===== config.mk =====
export PLATFORM = sky130hd
export DESIGN_NAME = cpu_run_controller
export DESIGN_NICKNAME = d
export VERILOG_FILES = /design/src/rtl/cpu_run_controller.sv
export SDC_FILE = /design/constraint.sdc
export NUM_CORES = 1
export LEC_CHECK = 0
export CAP_MARGIN = 20
export CORE_MARGIN = 8
export CORE_UTILIZATION = 51
export DETAILED_ROUTE_END_ITERATION = 7
export GPL_TIMING_DRIVEN = 0
export PLACE_DENSITY = 0.91
export SKIP_LAST_GASP = 1
export SLEW_MARGIN = 40
export SYNTH_ARGS = -nofsm -noshare
export SYNTH_HDL_FRONTEND = slang
export SYNTH_SLANG_ARGS = --single-unit

===== constraint.sdc =====
create_clock -name clock -period 3.5 [get_ports clock]
set_input_delay 0.35 -clock clock [delete_from_list [all_inputs] [get_ports clock]]
set_output_delay 0.35 -clock clock [all_outputs]
set_load 0.02 [all_outputs]

===== src/rtl/cpu_run_controller.sv =====
// cpu_run_controller
//   Drives the CPU reset for a set number of cycles and then lets the core run
//   for a bounded number of cycles. While the core runs, every data_result sample
//   is folded into a rotate-left-by-one XOR signature. This repeats for NUM_RUNS
//   runs. Any run whose signature differs from run 0 raises a sticky mismatch.
//   A run can also end early when the result has held steady for STABLE_CYCLES
//   consecutive samples (0 disables this).
//
// Ports
//   clock           rising-edge clock
//   reset           asynchronous active-high reset
//   start           begins a sequence (honoured only in IDLE/DONE)
//   cpu_data_result CPU result bus, sampled every RUN cycle
//   cpu_reset       reset to the CPU, low only while running
//   busy            sequence in progress
//   done            sequence complete, held until the next start
//   run_index       current run number (0-based)
//   cycle_count     samples taken in the current/last run
//   signature       signature of the current/last run
//   ref_signature   signature of run 0
//   mismatch        sticky: some run's signature differed from run 0
//   halted          last run ended by stability rather than by RUN_CYCLES
module cpu_run_controller #(
    parameter int unsigned DATA_W        = 32,
    parameter int unsigned CNT_W         = 16,
    parameter int unsigned RESET_CYCLES  = 2,
    parameter int unsigned RUN_CYCLES    = 10,
    parameter int unsigned NUM_RUNS      = 2,
    parameter int unsigned STABLE_CYCLES = 0
) (
    input  logic              clock,
    input  logic              reset,
    input  logic              start,
    input  logic [DATA_W-1:0] cpu_data_result,
    output logic              cpu_reset,
    output logic              busy,
    output logic              done,
    output logic [7:0]        run_index,
    output logic [CNT_W-1:0]  cycle_count,
    output logic [DATA_W-1:0] signature,
    output logic [DATA_W-1:0] ref_signature,
    output logic              mismatch,
    output logic              halted
);

    typedef enum logic [2:0] {
        S_IDLE,
        S_RESET,
        S_RUN,
        S_CHECK,
        S_DONE
    } state_t;

    localparam logic [CNT_W-1:0] RESET_LAST = CNT_W'(RESET_CYCLES - 1);
    localparam logic [CNT_W-1:0] RUN_LIMIT  = CNT_W'(RUN_CYCLES);
    localparam logic [CNT_W-1:0] STABLE_LIM = CNT_W'(STABLE_CYCLES);
    localparam logic [7:0]       LAST_RUN   = 8'(NUM_RUNS - 1);

    state_t             state;
    state_t             state_next;
    logic [CNT_W-1:0]   rst_cnt;
    logic [CNT_W-1:0]   stable;
    logic [DATA_W-1:0]  prev;

    logic               start_seq;
    logic               enter_reset;
    logic               reset_last;
    logic               last_run;
    logic               first_sample;
    logic [CNT_W-1:0]   cnt_next;
    logic [CNT_W-1:0]   stable_next;
    logic [DATA_W-1:0]  sig_next;
    logic               stable_hit;
    logic               run_exit;

    // Per-sample datapath values, shared by the next-state logic and the
    // register updates so the exit decision sees the same sample being folded.
    always_comb begin
        start_seq    = ((state == S_IDLE) || (state == S_DONE)) && start;
        reset_last   = (rst_cnt == RESET_LAST);
        last_run     = (run_index == LAST_RUN);
        first_sample = (cycle_count == '0);
        cnt_next     = cycle_count + CNT_W'(1);
        sig_next     = {signature[DATA_W-2:0], signature[DATA_W-1]} ^ cpu_data_result;
        stable_next  = (!first_sample && (cpu_data_result == prev)) ? stable + CNT_W'(1) : '0;
        stable_hit   = (STABLE_CYCLES != 0) && (stable_next == STABLE_LIM);
        run_exit     = (cnt_next == RUN_LIMIT) || stable_hit;
        enter_reset  = start_seq || ((state == S_CHECK) && !last_run);
    end

    // State register
    always_ff @(posedge clock or posedge reset) begin
        if (reset) begin
            state <= S_IDLE;
        end else begin
            state <= state_next;
        end
    end

    // Next-state logic
    always_comb begin
        state_next = state;
        case (state)
            S_IDLE:  if (start) state_next = S_RESET;
            S_RESET: if (reset_last) state_next = S_RUN;
            S_RUN:   if (run_exit) state_next = S_CHECK;
            S_CHECK: state_next = last_run ? S_DONE : S_RESET;
            S_DONE:  if (start) state_next = S_RESET;
            default: state_next = S_IDLE;
        endcase
    end

    // State-decoded outputs
    always_comb begin
        cpu_reset = (state != S_RUN);
        busy      = (state == S_RESET) || (state == S_RUN) || (state == S_CHECK);
        done      = (state == S_DONE);
    end

    // Run datapath: counters, signature and result flags
    always_ff @(posedge clock or posedge reset) begin
        if (reset) begin
            rst_cnt       <= '0;
            stable        <= '0;
            prev          <= '0;
            run_index     <= '0;
            cycle_count   <= '0;
            signature     <= '0;
            ref_signature <= '0;
            mismatch      <= 1'b0;
            halted        <= 1'b0;
        end else begin
            if (start_seq) begin
                run_index <= '0;
                mismatch  <= 1'b0;
            end
            if (enter_reset) begin
                rst_cnt     <= '0;
                stable      <= '0;
                cycle_count <= '0;
                signature   <= '0;
                halted      <= 1'b0;
            end
            case (state)
                S_RESET: begin
                    rst_cnt <= rst_cnt + CNT_W'(1);
                end
                S_RUN: begin
                    cycle_count <= cnt_next;
                    signature   <= sig_next;
                    prev        <= cpu_data_result;
                    stable      <= stable_next;
                    if (run_exit) halted <= stable_hit;
                end
                S_CHECK: begin
                    if (run_index == '0) begin
                        ref_signature <= signature;
                    end else begin
                        mismatch <= mismatch | (signature != ref_signature);
                    end
                    if (!last_run) run_index <= run_index + 8'd1;
                end
                default: ;
            endcase
        end
    end

endmodule


# Yosys cells after proc, flatten, opt, wreduce, memory -nomap -nowiden
# Cells that the tools add are included.
# word_totals
register_bits	109
elab_cells	58
# classes
eq_ne	12
add_sub_neg	3
n_reduce_logical	14
mux	19
bitwise	2
# op_table
op	n
$mux 32	2
$mux 16	3
$add 16x1->16 const B	2
$ne 32x32->1	1
$xor 32x32->32	1
$mux 8	3
$eq 16x1->1 const B	1
$eq 16x4->1 const B	1
$mux 3	4
$pmux 3 s4	1
$add 8x1->8 const B	1
$eq 8x1->1 const B	1
$logic_not 8->1	1
$eq 3x2->1 const B	2
$mux 1	6
$logic_or 1x1->1	4
$ne 2x2->1 const B	2
$reduce_bool 2->1	2
$eq 3x1->1 const B	1
$eq 3x3->1 const B	1
$logic_not 3->1	1
$ne 3x2->1 const B	1
$reduce_and 3->1	1
$logic_and 1x1->1	2
other kinds (5)	5

# Depth between registers and ports, before layout
# Gate-level depths: netlist of the first run.
# logic_depth
depth_word	7
mapped_depth	8

# Least setup slack after synthesis of the first run
# Ideal clock, no wire load.
# synth_timing
path_type	register to register
startpoint	register run_index[2]
endpoint	register run_index[3]
path_buffers	1
arrival_time_ps	1933
stages_incl_launch_ff	7
setup_slack_ps	1443
synth_period_minus_slack_ps	2057
setup_time_ps	125
path_cell_list	dfrtp_1 -> or4_4 -> o41a_1 -> buf_6 -> nand2_1 -> nand2_1 -> mux2_2
# synth_via
elab_chain_len	3
elab_cells_between_ends	4
cone_classes	add/sub (1); eq/ne (1); mux (2)
# synth_rtl
item	line	rtl
start: declaration	38	output logic [7:0] run_index,
start signal: assignment	161	if (!last_run) run_index <= run_index + 8'd1;
$add 8x1->8 or $eq 8x1->1 (tied branches)	161, 81	
$mux 8 *	161	
$mux 8 *	144	case (state)
# Every way passes the cells marked *; elsewhere a longest branch is shown, timed or not.
# A chain may end at the register's enable or synchronous reset.

# Worst setup path after layout of the first run
# layout_timing
startpoint	register state[0]
endpoint	output port cpu_reset
# layout_via
elab_chain_len	1
# layout_rtl
item	line	rtl
start: declaration	59	state_t state;
start signal: assignment	96	state <= state_next;
$ne 3x2->1	115	cpu_reset = (state != S_RUN);
end: declaration	35	output logic cpu_reset,
# No other way between the ends.

==> impl_metrics.csv, run 1 <==
group,metric,value,unit
outcome,status,"complete, no violations",
layout,syn_to_final_growth,30.0,%
sta,max_freq,316,MHz
sta,fin_skew,0.00979,ns
critical_path,crit_type,"reg -> out",
pwr,comb_power_share,0.100,
pwr,design_power_total,2.27,mW
logic_synthesis,synth_ff_type,"dfrtp_1",
logic_synthesis,synth_area_leaders,"dfrtp_1, xnor2_1, mux2_2",
drt,drtPass1Iterations,5,
die,dieHeight,120,µm
critical_path,cp_cell_sequence,"buf_2 > nor3b_1 > inv_1 > clkbuf_1 > buf_1 > clkdlybuf4s50_1",
layout,final_common_cell,"clkdlybuf4s50_1",
drt,routed_wl,15900,µm
global_routing,grt_use_total,0.219,
global_routing,grt_start_max_net_pins,77,
critical_path,worstPathRequired,3.15,ns
critical_path,cp_slowest_cell,"clkdlybuf4s50_1",
drt,vias,4776,
sta,fin_crit,3.17,ns
critical_path,endpoint_kind,"primary output",
die,die_w,120,µm
logic_synthesis,syn-cell-area,0.00554,mm²
pwr,internal-power,1.70,mW
logic_synthesis,yosysSeqAreaShare,0.492,
sta,fin_setup_tns,0,ns
drt,drt_iter0_drc,284,
sta,tightest_slew,0.656,ns
logic_synthesis,synth_cell_types,54,
critical_path,cp.depth,6,
clocking,post_cts_resized,0,
layout,final_cell_mix,"clkdlybuf4s50_1, dfrtp_1, nand2_1",
logic_synthesis,syn_inst,533,
layout,regArea,0.00273,mm²
sta,hold-worst-slack,0.329,ns
clocking,cts_hold_buf,0,
global_routing,grt_pass1_vias,4886,
clocking,cts_tree,"built",
sta,rsz0062_at_grt,"no",
placed_design,io_buffers,127,
logic_synthesis,synthArstFlopShare,1.00,
sta,setup_violations,0,
critical_path,worst_r2r_path_depth,5,
sta,drv_slew,0,
die,io_pins,128,
logic_synthesis,synth_top_area_share,0.492,
die,coreArea,0.0107,mm²
hold_path,hp-class,"in -> async",
run,drv_cap,0,
global_routing,overflow,0,
global_routing,grt_pass1_wl,25400,µm
layout,fillCellCount,749,
logic_synthesis,syn_nets,575,
clocking,post_cts_buffers,0,
layout,multiInputGateArea,0.00265,mm²
drt,postRouteAntennaNets,0,
clocking,clk_pin_slew,0.10,ns
logic_synthesis,syn_avg_cell_area,10.4,µm²
clocking,cts_made_buffers,9,
logic_synthesis,synth_largest_area_cell,"dfrtp_1",
critical_path,critPathArrivalTime,2.82,ns
pwr,powerDensity,316,mW/mm²
drt,post-route-drc-count,0,
pwr,power_frac_seq,0.583,
layout,final_nets,714,
placed_design,gp_congestion,0.867,
critical_path,cp_max_fo,10,
clocking,root_buffer,"clkbuf_8",
pwr,ir_worst_vdd,250,µV
critical_path,critical_path_buf_inv_count,5,
drt,vias_per_cell,5.85,
critical_path,cpPeakStageDelay,0.61,ns
die,rows,38,
clocking,clk_latency,0.38,ns
clocking,cts_max_level,3,
clocking,cts_num_sinks,109,
pwr,power.leakage,3.18,nW
critical_path,start_kind,"register",
layout,diodes,0,
logic_synthesis,synth_edf_count,0,
global_routing,grt_antenna_before_repair,0,
logic_synthesis,ys_seq_elements,109,
layout,layout-drive-gt1-share,0.105,
pwr,p_clk_frac,0.316,
critical_path,critPathTopFamily,"buffers and inverters",
clocking,cts_max_path_buffers,2,
sta,final_hold_viol_count,0,
pwr,switching_share,0.253,
pwr,switchingPower,0.576,mW
sta,period_share,0.905,
logic_synthesis,ys_warn_count,0,
die,die_area,0.0145,mm²
sta,maxSlewHeadroom,0.559,
layout,final_util,0.673,
placed_design,dp_hpwl,11800,µm
die,initial_utilization,0.518,
drt,wire_per_inst,19.4,µm
-- metrics by stage --
step           worst slack (ns)  cell area, µm²  instances
4_1_cts                   0.338            7200        816
3_3_place_gp              -1.23            6990        800
5_1_grt                   0.205            7200        816
2_1_floorplan             0.276            5540        533
3_5_place_dp              0.763            7020        801
6_report                  0.334            7200        816
-- synthesized netlist by cell type (3+ instances only) --
| cell | n |
|---|---|
| a21oi_1 | 5 |
| nor3_1 | 10 |
| xor2_1 | 19 |
| buf_2 | 9 |
| ha_1 | 7 |
| o211ai_1 | 4 |
| o31ai_1 | 7 |
| a31oi_1 | 3 |
| mux2_1 | 3 |
| o22ai_1 | 35 |
| and3_1 | 5 |
| o21ai_0 | 35 |
| nor2_1 | 16 |
| nand3_1 | 21 |
| mux2_2 | 30 |
| nand2_1 | 68 |
| clkbuf_1 | 13 |
| xnor2_1 | 52 |
| nand4_1 | 14 |
| mux2i_1 | 6 |
| dfrtp_1 | 109 |
| inv_1 | 12 |
| nor4_1 | 12 |
-- cells by family (layout without fill, tap and decap cells) --
logic type / Yosys count / after routing / synth area share
AOI/OAI and AO/OA: 101 / 101 / 0.115
xor gates and xnor gates: 71 / 71 / 0.112
adders and majority gates: 7 / 7 / 0.0158
buffers and inverters: 38 / 181 / 0.0312
DFF: 109 / 109 / 0.492
muxes: 39 / 39 / 0.0779
and+or+nand+nor: 168 / 168 / 0.156
-- final timing paths --
path | start | endpoint | slack [ns]
setup / recovery | state[0] | cpu_reset | 0.33
hold / removal | reset | run_index[2] | 0.33
setup reg to reg | run_index[2] | ref_signature[14] | 1.17
hold reg to reg | rst_cnt[15] | rst_cnt[15] | 0.51
max in group asynchronous | reset | rst_cnt[1] | 2.53
min in group clock | rst_cnt[15] | rst_cnt[15] | 0.51
-- power by group through the flow --
stage               clock network (mW)  registers (mW)  logic, mW
CTS                              0.720            1.33      0.230
finish                           0.719            1.33      0.228
floorplan                            0            1.36     0.0946
global placement                     0            1.35      0.217
detailed placement                   0            1.35      0.229
global route                     0.765            1.33      0.246
-- area by class of cell --
type	count	area share
sequential	109	0.379
multi-input combinational	386	0.367
timing repair buffer	128	0.180
tap	140	0.0243
clock buffer	12	0.0215
buffer	26	0.0177
inverter	12	0.00729
clock inverter	3	0.00295
-- layer usage --
metal,vias to the layer above,track usage,wire length (µm)
li1,2182,-,-
met1,2339,0.256,6270
met2,230,0.381,8030
met3,25,0.0592,1270
met4,0,0.0765,287
met5,-,0,0
-- state kept, by name, indices dropped and copies added, names as in the netlist --
register / flops
rst_cnt: 16
state: 3
signature: 32
halted: 1
ref_signature: 32
mismatch: 1
run_index: 8
cycle_count: 16
Note: power is estimated with default switching activity, not from simulation.
==> run 2, diff against run 1 <==
Settings changed: CTS_CLUSTER_SIZE from default to 20.
==> results of run 2 <==
No change in the layout: final DEF, timing and power equal those of run 1.
